<file path="src/rtl/csa_mul_iter.sv">
// csa_mul_iter -- iterative multiplier built around a carry-save accumulator.
//
// Operands are captured on the accept edge as unsigned magnitudes plus a
// result sign. Then PP_PER_CYCLE partial products are folded into a redundant
// sum/carry pair on each of N = WIDTH/PP_PER_CYCLE edges, using only 3:2
// compressors. A single carry-propagate add and an optional negation on the
// RESOLVE edge produce the product, which is held until the consumer takes it.
//
// Ports:
//   clk        sole clock, rising edge
//   rst        synchronous, active-high reset
//   in_valid   operands and mode are presented
//   in_ready   block can accept operands (high only in IDLE)
//   a, b       multiplicand / multiplier, WIDTH bits
//   is_signed  1 = two's-complement operands, 0 = unsigned
//   out_valid  product is available (high only in DONE)
//   out_ready  consumer accepts the product
//   p          product, 2*WIDTH bits
module csa_mul_iter #(
  parameter int WIDTH        = 16,
  parameter int PP_PER_CYCLE = 2
) (
  input  logic                 clk,
  input  logic                 rst,
  input  logic                 in_valid,
  output logic                 in_ready,
  input  logic [WIDTH-1:0]     a,
  input  logic [WIDTH-1:0]     b,
  input  logic                 is_signed,
  output logic                 out_valid,
  input  logic                 out_ready,
  output logic [2*WIDTH-1:0]   p
);

  localparam int N  = WIDTH / PP_PER_CYCLE;
  localparam int PW = 2 * WIDTH;
  localparam int CW = (N > 1) ? $clog2(N) : 1;

  localparam logic [WIDTH-1:0] W_ONE    = 1;
  localparam logic [PW-1:0]    PW_ONE   = 1;
  localparam logic [CW-1:0]    CNT_ONE  = 1;
  localparam logic [CW-1:0]    CNT_LAST = CW'(N - 1);

  // Parameter sanity: refuse to elaborate a configuration we cannot build.
  generate
    if (WIDTH < 4) begin : g_bad_width
      $error("csa_mul_iter: WIDTH must be >= 4");
    end
    if (PP_PER_CYCLE < 1 || (WIDTH % PP_PER_CYCLE) != 0) begin : g_bad_pp
      $error("csa_mul_iter: PP_PER_CYCLE must divide WIDTH exactly");
    end
  endgenerate

  typedef enum logic [1:0] {IDLE, ACC, RESOLVE, DONE} state_t;

  state_t state_reg, state_next;

  logic [PW-1:0]    a_sh_reg;   // magnitude of a, pre-shifted to the next bit index
  logic [WIDTH-1:0] b_sh_reg;   // magnitude of b, LSB is the next multiplier bit
  logic             neg_reg;    // result sign
  logic [PW-1:0]    sum_reg;
  logic [PW-1:0]    carry_reg;
  logic [CW-1:0]    cnt_reg;
  logic [PW-1:0]    p_reg;

  // Magnitudes at accept. The WIDTH-bit unsigned result of ~x+1 holds
  // 2^(WIDTH-1) exactly, so the most negative operand needs no extra bit.
  logic [WIDTH-1:0] a_abs, b_abs;
  logic             neg_in;

  always_comb begin
    a_abs  = (is_signed && a[WIDTH-1]) ? (~a + W_ONE) : a;
    b_abs  = (is_signed && b[WIDTH-1]) ? (~b + W_ONE) : b;
    neg_in = is_signed & (a[WIDTH-1] ^ b[WIDTH-1]);
  end

  // Carry-save chain: each stage compresses (sum, carry, partial product)
  // into a new (sum, carry) pair. The bit shifted out of the top of the
  // carry is dropped; everything is modulo 2^PW and the true product fits.
  logic [PP_PER_CYCLE:0][PW-1:0]  s_chain;
  logic [PP_PER_CYCLE:0][PW-1:0]  c_chain;
  logic [PP_PER_CYCLE-1:0][PW-1:0] pp_vec;

  assign s_chain[0] = sum_reg;
  assign c_chain[0] = carry_reg;

  generate
    for (genvar gi = 0; gi < PP_PER_CYCLE; gi++) begin : g_csa
      assign pp_vec[gi]      = b_sh_reg[gi] ? (a_sh_reg << gi) : '0;
      assign s_chain[gi + 1] = s_chain[gi] ^ c_chain[gi] ^ pp_vec[gi];
      assign c_chain[gi + 1] = ((s_chain[gi] & c_chain[gi]) |
                                (s_chain[gi] & pp_vec[gi])  |
                                (c_chain[gi] & pp_vec[gi])) << 1;
    end
  endgenerate

  // Final resolution: the only carry-propagate adder in the block.
  logic [PW-1:0] total, result;

  always_comb begin
    total  = sum_reg + carry_reg;
    result = neg_reg ? (~total + PW_ONE) : total;  // -0 wraps to 0
  end

  // State register.
  always_ff @(posedge clk) begin
    if (rst) begin
      state_reg <= IDLE;
    end else begin
      state_reg <= state_next;
    end
  end

  // Next-state logic.
  always_comb begin
    state_next = state_reg;
    case (state_reg)
      IDLE:    if (in_valid) state_next = ACC;
      ACC:     if (cnt_reg == CNT_LAST) state_next = RESOLVE;
      RESOLVE: state_next = DONE;
      DONE:    if (out_ready) state_next = IDLE;
      default: state_next = IDLE;
    endcase
  end

  // Datapath.
  always_ff @(posedge clk) begin
    if (rst) begin
      a_sh_reg  <= '0;
      b_sh_reg  <= '0;
      neg_reg   <= 1'b0;
      sum_reg   <= '0;
      carry_reg <= '0;
      cnt_reg   <= '0;
      p_reg     <= '0;
    end else begin
      case (state_reg)
        IDLE: begin
          if (in_valid) begin
            a_sh_reg  <= {{WIDTH{1'b0}}, a_abs};
            b_sh_reg  <= b_abs;
            neg_reg   <= neg_in;
            sum_reg   <= '0;
            carry_reg <= '0;
            cnt_reg   <= '0;
          end
        end
        ACC: begin
          sum_reg   <= s_chain[PP_PER_CYCLE];
          carry_reg <= c_chain[PP_PER_CYCLE];
          a_sh_reg  <= a_sh_reg << PP_PER_CYCLE;
          b_sh_reg  <= b_sh_reg >> PP_PER_CYCLE;
          cnt_reg   <= cnt_reg + CNT_ONE;
        end
        RESOLVE: begin
          p_reg <= result;
        end
        default: ;
      endcase
    end
  end

  assign in_ready  = (state_reg == IDLE);
  assign out_valid = (state_reg == DONE);
  assign p         = p_reg;

endmodule
</file>
<file path="config.mk">
export PLATFORM = sky130hd
export DESIGN_NAME = csa_mul_iter
export DESIGN_NICKNAME = d
export VERILOG_FILES = /design/src/rtl/csa_mul_iter.sv
export SDC_FILE = /design/constraint.sdc
export NUM_CORES = 1
export LEC_CHECK = 0
export BUFFER_PORTS_ARGS = -buffer_cell sky130_fd_sc_hd__buf_4
export CAP_MARGIN = 20
export CELL_PAD_IN_SITES_DETAIL_PLACEMENT = 2
export CELL_PAD_IN_SITES_GLOBAL_PLACEMENT = 2
export CORE_MARGIN = 5
export CORE_UTILIZATION = 38
export CTS_CLUSTER_SIZE = 8
export DETAILED_ROUTE_END_ITERATION = 8
export GPL_ROUTABILITY_DRIVEN = 0
export GPL_TIMING_DRIVEN = 1
export PLACE_DENSITY = 0.8
export SLEW_MARGIN = 40
export SYNTH_ARGS = -nofsm -noshare
export SYNTH_HDL_FRONTEND = slang
export SYNTH_SLANG_ARGS = --single-unit
</file>
<file path="constraint.sdc">
create_clock -name clk -period 4.4 [get_ports clk]
set_input_delay 0.66 -clock clk [delete_from_list [all_inputs] [get_ports clk]]
set_output_delay 0.66 -clock clk [all_outputs]
set_load 0.1 [all_outputs]
</file>
## Word-level counts from Yosys, hierarchy flattened

Cells that the tools add are included.
W data, S select, Z words.

| cells by class | value |
|---|---|
| add/sub/neg operators | 5 |
| equal/unequal tests | 7 |
| muxes and demuxes | 18 |
| bitwise operators | 19 |
| reduce and logical (&&, ||, !) cells | 7 |

Operators by type and width:

| cell | number |
|---|---|
| $pmux W32 S2 | 3 |
| $and A31 B31 Y31 | 6 |
| $mux W32 | 5 |
| $xor A32 B32 Y32 | 4 |
| $or A31 B31 Y31 | 4 |
| $mux W16 | 3 |
| $add A16 B1 Y16 const B | 2 |
| $add A32 B1 Y32 const B | 1 |
| $add A32 B32 Y32 | 1 |
| $not A16 Y16 | 2 |
| $not A32 Y32 | 1 |
| $pmux W16 S2 | 1 |
| $pmux W2 S4 | 1 |
| $mux W2 | 3 |
| $pmux W3 S2 | 1 |
| $eq A2 B2 Y1 const B | 2 |
| $ne A2 B2 Y1 const B | 2 |
| $reduce_and A2 Y1 | 2 |
| $add A3 B1 Y3 const B | 1 |
| $eq A3 B3 Y1 const B | 1 |
| $mux W3 | 1 |
| $reduce_and A3 Y1 | 1 |
| $eq A2 B1 Y1 const B | 1 |
| $logic_and A1 B1 Y1 | 2 |
| 5 further kinds | 5 |

| storage, ports and cells | value |
|---|---|
| register bits | 150 |
| bits of input ports | 37 |

## Logic depth before layout (Yosys ltp)

| logic depth | value |
|---|---|
| depth in word-level cells | 8 |
| depth in mapped cells | 12 |

## Worst setup path after synthesis

OpenSTA, ideal clock, no wires.

| timing path | value |
|---|---|
| path type | register to register |
| start point | reg sum_reg[2] |
| end point | reg p_reg[31] (netlist: p[31]) |
| arrival time | 3.944 ns |
| data required time | 4.326 ns |
| setup slack | 0.381 ns |
| cell stages (with the launch flop) | 12 |
| buffers on the path | 0 |
| period minus slack after synthesis | 4.019 ns |
| path through | dfxtp_1 -> ha_1 -> inv_1 -> fa_1 -> xnor2_1 -> or4_4 -> or3_4 -> or4b_4 -> or4_4 -> or4_4 -> or3_1 -> a31oi_1 |

| on the way | value |
|---|---|
| longest elaborated chain between the ends | 4 |

RTL lines:

| item | RTL line | text |
|---|---|---|
| start, declared | 61 | `logic [PW-1:0] sum_reg;` |
| start signal, assigned | 149 | `sum_reg <= s_chain[PP_PER_CYCLE];` |
| $add A32 B32 Y32 (*) | 101 | `total = sum_reg + carry_reg;` |
| $not A32 Y32 | 102 | `result = neg_reg ? (~total + PW_ONE) : total;` |
| $add A32 B1 Y32 | 102 |  |
| $mux W32 (*) | 102 |  |
| end signal, assigned | 156 | `p_reg <= result;` |
| end, declared | 64 | `logic [PW-1:0] p_reg;` |

Mark *: on every way between the ends. The rest lies on a longest branch, timed or not.
A chain may end at the register's enable or synchronous reset.

## Worst setup path after layout

Ends and elaborated chain as after synthesis.

==> impl_metrics.toml <==
[clock_tree]
cts.sinks = 148
post-cts-setup-buffer-count = 0
cts-hold-fix-buffers = 0
ctsHtreeMaxLevel = 4
insertion_delay_ns = 0.44
cts_tree = "built"
clk_pin_slew_ns = 0.07
cts-buffers-inserted = 17
clock_path_buffers = 2
cts_resized = 0
root_buffer = "clkbuf_16"

[floorplan]
initial_core_util_pct = 38.2
core.rowCount = 60
die_w_um = 174
die_y_um = 174
design.core.area_mm2 = 0.0267
dieArea_mm2 = 0.0302
io_pins = 71

[synthesis]
synth_commonest_cells = "nor2_1 (198), dfxtp_1 (148), nand2_1 (82)"
synth_edf_count = 0
ys_types = 76
synth-seq-cells = 148
syn_area_mm2 = 0.0102
synth_most_common_cell = "nor2_1"
synthCells = 1214
synthFlopType = "dfxtp_1"
synth_nets = 1351
seq_area_frac_synth_pct = 29.0
yosysWarnings = 0
synth_area_leaders = "dfxtp_1 (29%), fa_1 (12%), nor2_1 (7.3%)"
synthArstFlopShare_pct = 0
yosys.area.top_type_share_pct = 29.0
synth.avg_cell_area_um2 = 8.41
yosysTopAreaCell = "dfxtp_1"

[global_route]
grt.total_usage_pct = 22.7
grt_max_degree = 69
first_global_vias = 10300
grt_antenna_before_repair = 0
grt_first_pass_wirelength_um = 56200
gr-total-overflow = 0

[routing]
ant_nets = 0
drt_wl_total_um = 34500
num_vias = 9397
drtIter0Drc = 470
dr.pass1.iters = 5
post-route-drc-count = 0
vias_per_cell = 5.88
wl_per_cell_um = 21.6

[sta]
slew-limit-headroom_pct = 48.6
finalSetupTns_ns = 0
fin_crit_sh_pct = 96.7
fin_crit_ns = 4.26
final-max-slew-violation-count = 0
finalClockSkew_ns = 0.0119
fin_hold_ws_ns = 0.463
max_freq_mhz = 235
setup_viol = 0
hold_viol = 0
worstMarginPinSlew_ns = 0.762

[outcome]
outcome = "complete, no violations"

[setup_path]
setup.worst_path.start_class = "flop"
end_kind = "flop"
critPathKind = "reg2reg"
crit_arrival_ns = 4.62
worst-endpoint-required_ns = 4.76
critPathMaxFanout = 6

[power_and_ir_drop]
p_leak_nw = 4.73
ir_drop_uv = 221
power_density_mw_per_mm2 = 454

[finish]
multi_input_comb_area_mm2 = 0.00689
nets = 1382
fin_area_mm2 = 0.0116
fillers = 2963
final-seq-area_mm2 = 0.00297
drive_gt1_share_pct = 12.0
syn_to_final_growth_pct = 13.9
final_util_pct = 43.5
diodes = 0
finalNonFillerCells = 1598

[placed_design]
place_area_mm2 = 0.0110
portBuffers = 70
dp_cells = 1567
dpl.hpwl_um = 24400

[run]
cap_violations = 0

[worst_hold_path]
min_path_type = "reg2reg"
==> stage by stage <==
step / setup slack, ns / power, W
5_1_grt: -0.0418 / 0.00553
4_1_cts: 0.00441 / 0.00531
2_1_floorplan: 0.381 / 0.00321
6_report: 0.143 / 0.00527
3_3_place_gp: 0.193 / 0.00372
3_5_place_dp: 0.113 / 0.00381
==> layout make-up <==
class | count | share of cell area, %
Sequential cell | 148 | 25.5
Multi-Input combinational cell | 965 | 59.3
Clock buffer | 19 | 3.90
Inverter | 28 | 0.904
Timing Repair Buffer | 85 | 5.70
Tap cell | 341 | 3.67
Clock inverter | 12 | 1.03
==> final timing paths <==
kind	slack [ns]	end	startpoint	depth (start not counted)
setup reg to reg	0.14	p[31]	sum_reg[2]	13
hold reg to reg	0.46	b_sh_reg[3]	b_sh_reg[3]	2
hold / removal	0.46	b_sh_reg[3]	b_sh_reg[3]	2
setup / recovery	0.14	p[31]	sum_reg[2]	13
==> report_power, final <==
part	leakage, nW	switching [W]	internal, W
Combinational	3.25	0.00150	0.000541
Clock	0.277	0.000669	0.000816
Sequential	1.20	0.000223	0.00153
Total	4.73	0.00239	0.00288
==> placed cells by master (no fill, tap or decap), types with 10 or more instances in the layout <==
master / n
xnor2_1: 30
buf_4: 83
inv_1: 27
a22oi_1: 81
o31ai_1: 11
nor3_1: 25
nand3_1: 10
dfxtp_1: 143
xor2_1: 33
ha_1: 39
nor2_1: 198
fa_1: 59
o211ai_1: 13
clkbuf_16: 17
a222oi_1: 13
o21ai_0: 59
nand2_1: 82
a21oi_1: 58
a211oi_1: 26
and2_1: 65
==> kinds of logic (layout without fill, tap and decap cells) <==
| logic type | count (synthesis) | after routing | share of synthesized area, % |
|---|---|---|---|
| AOI/OAI and AO/OA | 339 | 339 | 23.0 |
| xor gates and xnor gates | 64 | 64 | 5.49 |
| adders and majority gates | 100 | 100 | 16.7 |
| buffers and inverters | 101 | 144 | 3.82 |
| DFF | 148 | 148 | 29.0 |
| muxes | 10 | 10 | 1.00 |
| and+or+nand+nor | 452 | 452 | 21.0 |
==> critical path: stages, from the launching register on <==
cell and delay [ns]:
dfxtp_2 0.34, ha_1 0.23, inv_1 0.08, fa_2 0.24
nand2b_1 0.23, a21oi_2 0.14, or4b_1 0.56, buf_4 0.17
a211oi_1 0.27, o311ai_0 0.22, or4_4 0.62, or4_4 0.54
or3_1 0.36, a31oi_1 0.17
==> metal layers <==
metal | track usage (%) | wire, um | vias up
met4 | 4.09 | 345 | 0
li1 | - | - | 4410
met1 | 31.0 | 16300 | 4794
met2 | 38.6 | 16700 | 165
met3 | 3.50 | 1130 | 28
met5 | 0 | 0 | -
Note: power is estimated with default switching activity, not from simulation.
